`config.mk`:
```
export PLATFORM = sky130hd
export DESIGN_NAME = tage_tagged_bank
export DESIGN_NICKNAME = d
export VERILOG_FILES = /design/src/rtl/tage_tagged_bank.sv
export SDC_FILE = /design/constraint.sdc
export NUM_CORES = 2
export LEC_CHECK = 0
export BUFFER_PORTS_ARGS = -buffer_cell sky130_fd_sc_hd__buf_4
export CAP_MARGIN = 25
export CORE_UTILIZATION = 38
export CTS_CLUSTER_DIAMETER = 60
export CTS_CLUSTER_SIZE = 24
export DETAILED_ROUTE_END_ITERATION = 10
export PLACE_DENSITY = 0.55
export SYNTH_ARGS = -nofsm -noshare
export SYNTH_HDL_FRONTEND = slang
export SYNTH_SLANG_ARGS = --single-unit
```
`constraint.sdc`:
```
create_clock -name clk_i -period 32.3 [get_ports clk_i]
set_clock_uncertainty 0.1 [all_clocks]
set_input_delay 3.23 -clock clk_i [delete_from_list [all_inputs] [get_ports clk_i]]
set_output_delay 3.23 -clock clk_i [all_outputs]
set_load 0.02 [all_outputs]
```
`src/rtl/tage_tagged_bank.sv`:
```
// TAGE tagged component: {valid, tag, ctr, u} per entry,
// one registered lookup and one update per cycle, periodic u-aging sweep.
module tage_tagged_bank #(
  parameter int unsigned NrEntries    = 256,
  parameter int unsigned TagBits      = 8,
  parameter int unsigned CtrBits      = 3,
  parameter int unsigned UBits        = 2,
  parameter int unsigned UResetPeriod = 2048,
  localparam int unsigned IdxBits     = $clog2(NrEntries),
  localparam int unsigned PerBits     = $clog2(UResetPeriod)
) (
  input  logic               clk_i,
  input  logic               rst_ni,
  input  logic               lookup_valid_i,
  input  logic [IdxBits-1:0] lookup_index_i,
  input  logic [TagBits-1:0] lookup_tag_i,
  output logic               lookup_valid_o,
  output logic               lookup_hit_o,
  output logic               lookup_taken_o,
  output logic               lookup_weak_o,
  output logic [UBits-1:0]   lookup_u_o,
  input  logic               update_valid_i,
  output logic               update_ready_o,
  input  logic [IdxBits-1:0] update_index_i,
  input  logic [TagBits-1:0] update_tag_i,
  input  logic               update_alloc_i,
  input  logic               update_taken_i,
  input  logic               update_u_inc_i,
  input  logic               update_u_dec_i,
  output logic               sweep_active_o
);

  localparam logic [0:0] StIdle  = 1'b0;
  localparam logic [0:0] StSweep = 1'b1;

  // Counter kept offset-binary: MSB is the direction,
  // 100..0 / 011..1 are the weak states around zero.
  localparam logic [CtrBits-1:0] CtrWT  = {1'b1, {(CtrBits-1){1'b0}}};
  localparam logic [CtrBits-1:0] CtrWN  = {1'b0, {(CtrBits-1){1'b1}}};
  localparam logic [CtrBits-1:0] CtrMax = '1;
  localparam logic [CtrBits-1:0] CtrMin = '0;
  localparam logic [UBits-1:0]   UMax   = '1;
  localparam logic [UBits-1:0]   UMsb   = {1'b1, {(UBits-1){1'b0}}};
  localparam logic [UBits-1:0]   ULsb   = UBits'(1);
  localparam logic [PerBits-1:0] PerLast = PerBits'(UResetPeriod - 1);
  localparam logic [IdxBits-1:0] PtrLast = IdxBits'(NrEntries - 1);

  logic [NrEntries-1:0] valid_q;
  logic [TagBits-1:0]   tag_q [NrEntries];
  logic [CtrBits-1:0]   ctr_q [NrEntries];
  logic [UBits-1:0]     u_q   [NrEntries];

  logic [0:0]         state_q, state_d;
  logic [PerBits-1:0] per_q, per_d;
  logic [IdxBits-1:0] ptr_q, ptr_d;
  logic               phase_q, phase_d;

  logic               lk_valid_q, lk_hit_q, lk_taken_q, lk_weak_q;
  logic [UBits-1:0]   lk_u_q;

  logic               upd_fire, upd_hit, upd_write;
  logic [CtrBits-1:0] ctr_cur, ctr_upd_d;
  logic [UBits-1:0]   u_cur, u_upd_d, sweep_u_d;
  logic               lk_match;
  logic [CtrBits-1:0] lk_ctr;

  assign update_ready_o = (state_q == StIdle);
  assign sweep_active_o = (state_q == StSweep);

  assign upd_fire  = update_valid_i && update_ready_o;
  assign upd_hit   = valid_q[update_index_i] &&
                     (tag_q[update_index_i] == update_tag_i);
  assign upd_write = upd_fire && (update_alloc_i || upd_hit);
  assign ctr_cur   = ctr_q[update_index_i];
  assign u_cur     = u_q[update_index_i];

  assign lk_match = valid_q[lookup_index_i] &&
                    (tag_q[lookup_index_i] == lookup_tag_i);
  assign lk_ctr   = ctr_q[lookup_index_i];

  assign sweep_u_d = u_q[ptr_q] & ~(phase_q ? ULsb : UMsb);

  // Saturating prediction counter next value for the update port
  always_comb begin
    ctr_upd_d = ctr_cur;
    if (update_alloc_i) begin
      ctr_upd_d = update_taken_i ? CtrWT : CtrWN;
    end else if (update_taken_i) begin
      if (ctr_cur != CtrMax) ctr_upd_d = ctr_cur + 1'b1;
    end else begin
      if (ctr_cur != CtrMin) ctr_upd_d = ctr_cur - 1'b1;
    end
  end

  // Saturating useful counter next value for the update port
  always_comb begin
    u_upd_d = u_cur;
    if (update_alloc_i) begin
      u_upd_d = '0;
    end else if (update_u_inc_i && !update_u_dec_i) begin
      if (u_cur != UMax) u_upd_d = u_cur + 1'b1;
    end else if (update_u_dec_i && !update_u_inc_i) begin
      if (u_cur != '0) u_upd_d = u_cur - 1'b1;
    end
  end

  // Period counting and sweep sequencing
  always_comb begin
    state_d = state_q;
    per_d   = per_q;
    ptr_d   = ptr_q;
    phase_d = phase_q;
    if (state_q == StSweep) begin
      ptr_d = ptr_q + 1'b1;
      if (ptr_q == PtrLast) begin
        state_d = StIdle;
        phase_d = ~phase_q;
      end
    end else if (upd_fire) begin
      if (per_q == PerLast) begin
        per_d   = '0;
        ptr_d   = '0;
        state_d = StSweep;
      end else begin
        per_d = per_q + 1'b1;
      end
    end
  end

  // Control state registers
  always_ff @(posedge clk_i) begin
    if (!rst_ni) begin
      state_q <= StIdle;
      per_q   <= '0;
      ptr_q   <= '0;
      phase_q <= 1'b0;
    end else begin
      state_q <= state_d;
      per_q   <= per_d;
      ptr_q   <= ptr_d;
      phase_q <= phase_d;
    end
  end

  // Valid and useful bits: update writes, sweep ages u
  always_ff @(posedge clk_i) begin
    if (!rst_ni) begin
      valid_q <= '0;
      for (int i = 0; i < int'(NrEntries); i++) u_q[i] <= '0;
    end else begin
      if (upd_write) begin
        valid_q[update_index_i] <= 1'b1;
        u_q[update_index_i]     <= u_upd_d;
      end
      if (state_q == StSweep) u_q[ptr_q] <= sweep_u_d;
    end
  end

  // Tag and prediction counter payload
  always_ff @(posedge clk_i) begin
    if (upd_fire && update_alloc_i) tag_q[update_index_i] <= update_tag_i;
    if (upd_write) ctr_q[update_index_i] <= ctr_upd_d;
  end

  // Registered lookup result, pre-write contents
  always_ff @(posedge clk_i) begin
    if (!rst_ni) begin
      lk_valid_q <= 1'b0;
      lk_hit_q   <= 1'b0;
      lk_taken_q <= 1'b0;
      lk_weak_q  <= 1'b0;
      lk_u_q     <= '0;
    end else begin
      lk_valid_q <= lookup_valid_i;
      lk_hit_q   <= lookup_valid_i && lk_match;
      lk_taken_q <= lookup_valid_i && lk_match && lk_ctr[CtrBits-1];
      lk_weak_q  <= lookup_valid_i && lk_match &&
                    ((lk_ctr == CtrWT) || (lk_ctr == CtrWN));
      lk_u_q     <= lookup_valid_i ? u_q[lookup_index_i] : '0;
    end
  end

  assign lookup_valid_o = lk_valid_q;
  assign lookup_hit_o   = lk_hit_q;
  assign lookup_taken_o = lk_taken_q;
  assign lookup_weak_o  = lk_weak_q;
  assign lookup_u_o     = lk_u_q;

endmodule

```
# Yosys cells after proc, flatten, opt, wreduce, memory -nomap -nowiden
# Memories as Yosys holds them, arrays and structs flattened. A register that Yosys moved wholly into a read port is not among the register bits.
# Cells that the tools add are included.
# classes
addsub	6
mul	0
div_mod_pow	0
order_cmp	3
n_eq_ne	8
n_shift	0
mux	43
bitwise_logic	5
n_reduce_logical	26
# ops
cell	count
bitwise OR 256 bit	1
2-to-1 mux 8 bit	7
2-to-1 mux 1 bit	19
< comparator 8 x 9 -> 1 bit (second input constant)	2
binary-select mux 1 bit (select 8 bit)	2
== test 8 bit	2
2-to-1 mux 2 bit	8
2-to-1 mux 3 bit	5
adder 11 x 1 -> 11 bit (second input constant)	1
== test 11 bit (second input constant)	1
logical AND 1 bit	11
2-to-1 mux 11 bit	1
adder 8 x 1 -> 8 bit (second input constant)	1
demux 1 bit (select 8 bit)	1
== test 8 bit (second input constant)	1
greater-or-equal comparator 8 x 1 -> 1 bit (second input constant)	1
AND reduction 2 bit	4
nonzero test 2 bit	3
OR reduction 2 bit	2
adder 3 x 1 -> 3 bit (second input constant)	1
== test 3 x 2 -> 1 bit (second input constant)	1
== test 3 bit (second input constant)	1
zero test 1 bit	3
inequality test 3 bit (second input constant)	1
other kinds (9)	11
# totals
reg_bits	281
latchBits	0
ram_bits	3328
romBits	0
in_bits	40
output_inout_bits	8
elab_cells	103
mem_count	3
# memory_table
name	words	word_bits	read_ports	rd_clocked_by_memory_dff	write_ports	line	source
tag_q	256	8	2	0	1	49	logic [TagBits-1:0] tag_q [NrEntries];
ctr_q	256	3	2	0	1	50	logic [CtrBits-1:0] ctr_q [NrEntries];
u_q	256	2	3	2	256	51	logic [UBits-1:0] u_q [NrEntries];

# Longest topological paths before layout
# depth
ltp_word	11
ltp_mapped	22
mapped_depth_nobuf	12

# Worst setup path before layout
# No wires, ideal clock.
# synth_timing
path_type	input-to-reg
startpoint	input update_index_i[0]
endpoint	memory ctr_q[0][0], data pin
setup_ps	2247
arrival_ps	17512
t_required_ps	29953
path_slack_ps	12442
path_stages	21
path_buffers	11
cell_sequence	buf_6 -> buf_12 -> buf_6 -> buf_6 -> buf_6 -> buf_6 -> buf_6 -> buf_6 -> buf_6 -> buf_6 -> buf_4 -> mux4_2 -> mux4_2 -> a22oi_1 -> nand4_1 -> nor3_2 -> inv_1 -> ha_1 -> or2b_1 -> xnor2_1 -> o31ai_1
# synth_between
elab_chain_len	5
elab_cells_between_ends	9
classes_between	add/sub: 2; eq/ne: 1; mux: 4; reduce/logical: 1; memory: 1
# synth_lines
element	line	source
start, declared	24	input logic [IdxBits-1:0] update_index_i,
memory read (256 x 3 bit) *	-	
subtractor 3 x 1 -> 3 bit (tied with other cells)	91	if (ctr_cur != CtrMin) ctr_upd_d = ctr_cur - 1'b1;
2-to-1 mux 3 bit, on equally long branches	91, 89	
2-to-1 mux 3 bit *	88	end else if (update_taken_i) begin
2-to-1 mux 3 bit *	86	if (update_alloc_i) begin
named net ctr_upd_d[0]	62	logic [CtrBits-1:0] ctr_cur, ctr_upd_d;
end, declared	50	
# The timed path passes the listed nets; every way through them passes the cells marked *.

==> out/qor.yml <==
drive_gt1_share_pct: 32.6
synth-async-reset-ratio_pct: 0
grt_pass1_vias: 113461
firstDrtPassIters: 6
nets: 10579
finalSetupViolCount: 0
p_switching_uw: 2940
cts_htree_levels: 5
slowest_stage: "buf_4"
syn-num-nets: 10718
max_slew_margin_pct: 9.96
gr-total-overflow: 0
cts_buffers: 343
wire_per_inst_um: 39.6
yosysSeqAreaShare_pct: 58.4
ant_nets: 0
start_util_pct: 38.1
fp.dieH_um: 692
clkTransAtPathRegs_ps: 70
endpoint_kind: "flop"
sw_frac_of_total_pct: 27.4
drt-total-wl_mm: 678
via_count: 116715
worst_pin_slew_ps: 1350
vdd_drop_max_mv: 0.0520
power_density_mw_per_mm2: 53.1
p_int_uw: 7810
p_comb_share_pct: 10.0
cts_tree: "done"
syn_to_final_growth_pct: 11.7
yosysWarnings: 0
leakage_uw: 0.0618
synth_top_area_share_pct: 55.2
slew_violations: 0
clock-sinks: 3619
hold_buffers: 0
grt_max_degree: 242
grt_pass1_wl_mm: 935
maxCapViolations: 0
die-width_um: 692
place_ws_ps: 19190
slowest_delay_ps: 770
fin_crit_sh_pct: 36.4
finalHoldViolCount: 0
vias_per_cell: 6.82
yosys-top-cells-area: "edfxtp_1 (55%), mux4_2 (27%), dfxtp_1 (3.2%)"
fin_crit_ps: 11740
critPathKind: "primary input to flop"
hp-class: "flop to flop"
cp_common_cell: "buf_4"
required_ps: 32830
yosysMostFrequentCell: "edfxtp_1"
ys_seq_elements: 3619
globalRouteTotalUtil_pct: 27.6
rows: 253
rsz0062_at_grt: "no"
worstSkewPairLatency_ps: 1070
clockBufferDepth: 4
max_freq_ghz: 0.0852
hpwl_mm: 440
startpoint_type: "primary input"
drcViolationCount: 0
crit_path_cell_trace: "buf_16 -> buf_4 -> buf_4 -> buf_4 -> buf_12 -> mux4_2 -> a22oi_1 -> nand2_1 -> a22oi_1 -> o2111ai_1 -> xor2_1 -> nor3_1 -> o2111a_1 -> a211oi_4 -> buf_4 -> buf_12 -> buf_12 -> buf_4 -> buf_16 -> o21ai_0"
cts_resized: 0
synth_ff_type: "edfxtp_1"
place_inst: 16391
layout.cells.non_filler: 17116
power_uw: 10700
io_buffers: 47
ys_top_cells_by_count: "edfxtp_1 (3,328), mux4_2 (2,167), nor3_1 (784), nor2_1 (709), nand2_1 (614)"
yosysUniqueCellTypes: 88
syn_area_mm2: 0.181
routabilityCongestion: 0.929
cp.arrival_ps: 12280
pwr-share-clk_pct: 41.7
cts_setup_buffers: 0
synth_area_leader_cell: "edfxtp_1"
synth_area_per_cell_um2: 17.0
die_area_mm2: 0.479
synth_edf_count: 3328
drt_iter0_drc: 18124
syn_inst: 10672
pwr-share-seq_pct: 48.3
fin_tns_setup_ps: 0
cts_root_buffer: "clkbuf_16"
status: "finished clean"
core_mm2: 0.475
io_pins: 48
timing.final.ws_setup_ps: 20560
antenna_found_initial: 66
path_max_fanout: 241
[sequential cells by signal, summed over array words and instances, names as in the netlist, named ones only]
| signal | cells |
|---|---|
| lookup_weak_o | 1 |
| lookup_u_o | 2 |
| lookup_hit_o | 1 |
| lookup_valid_o | 1 |
| ctr_q | 768 |
| u_q | 512 |
| sweep_active_o | 1 |
| phase_q | 1 |
| tag_q | 2048 |
| valid_q | 256 |
| ptr_q | 8 |
| lookup_taken_o | 1 |
| per_q | 11 |
[metal layers]
metal  routed length, um  global-route usage, %
met1              249000                   36.6
met2              309000                   42.1
met3               81300                   7.48
met4               38500                   13.7
met5                 244                      0
[cell type report]
type	instances	area [um2]
sequential	3619	106000
clock inverter	284	3610
tap	6247	7820
multi-input combinational	5963	70800
fill	41442	272000
timing repair buffer	589	5440
clock buffer	358	8790
antenna	39	97.6
inverter	17	78.8
[worst max-delay path, delay by kind of cell]
| family | cells | cell delay, ps |
|---|---|---|
| xor gates and xnor gates | 1 | 170 |
| muxes | 1 | 600 |
| AOI/OAI and AO/OA | 6 | 1740 |
| buffers and inverters | 10 | 5630 |
| and+or+nand+nor | 2 | 240 |
[layout by cell type (no fill, tap or decap), types with 16 or more instances in the layout]
cell	count
o41ai_1	91
a22o_1	19
o31ai_1	16
edfxtp_1	3328
inv_6	61
a21oi_1	64
o21ai_0	293
nand4_1	34
and2_1	18
bufinv_16	16
and3_1	19
clkinv_8	49
nor3_1	782
nand2_4	16
a221oi_1	34
nor2_1	666
diode_2	39
clkinvlp_4	22
dfxtp_1	287
nand2_1	597
buf_6	69
inv_8	54
buf_16	18
o211ai_1	23
clkbuf_16	350
inv_12	17
nor4_1	26
a22oi_1	209
nor2_2	29
mux2i_1	357
buf_12	19
nor2b_1	20
buf_4	456
mux2_2	29
o22ai_1	23
nand3_1	178
inv_16	17
clkinv_4	23
mux4_2	2167
[power groups by stage]
stage          logic [uW]  registers, uW  clock network, uW
6_report             1070           5190               4490
5_1_grt              1090           5190               4680
4_1_cts              1040           5190               4520
3_5_place_dp         1040           5300                  0
3_3_place_gp         1030           5300                  0
2_1_floorplan         614           5310                  0
[path summary, 6_finish.rpt]
check	cells past startpoint	startpoint	slack, ps	to
max	20	update_index_i[0]	20560	u_q[204][0]
max reg2reg	13	flop	24280	u_q[48][1]
min reg2reg	2	valid_q[78]	380	valid_q[78]
min	2	valid_q[78]	380	valid_q[78]
[cell families after synthesis]
kind of cell / synth area share (%)
and+or+nand+nor: 6.17
AOI/OAI and AO/OA: 3.33
adders and majority gates: 0.0414
muxes: 29.1
xor gates and xnor gates: 0.121
buffers and inverters: 2.85
DFF: 58.4
[through the flow]
stage	hold slack (ps)	util (%)	instance area [um2]
after floorplan	331	-	181000
after global placement	348	39.6	188000
after detailed placement	354	39.9	189000
after CTS	372	42.5	202000
after global routing	388	42.6	202000
final	378	42.6	202000
Note: power is estimated with default switching activity, not from simulation.
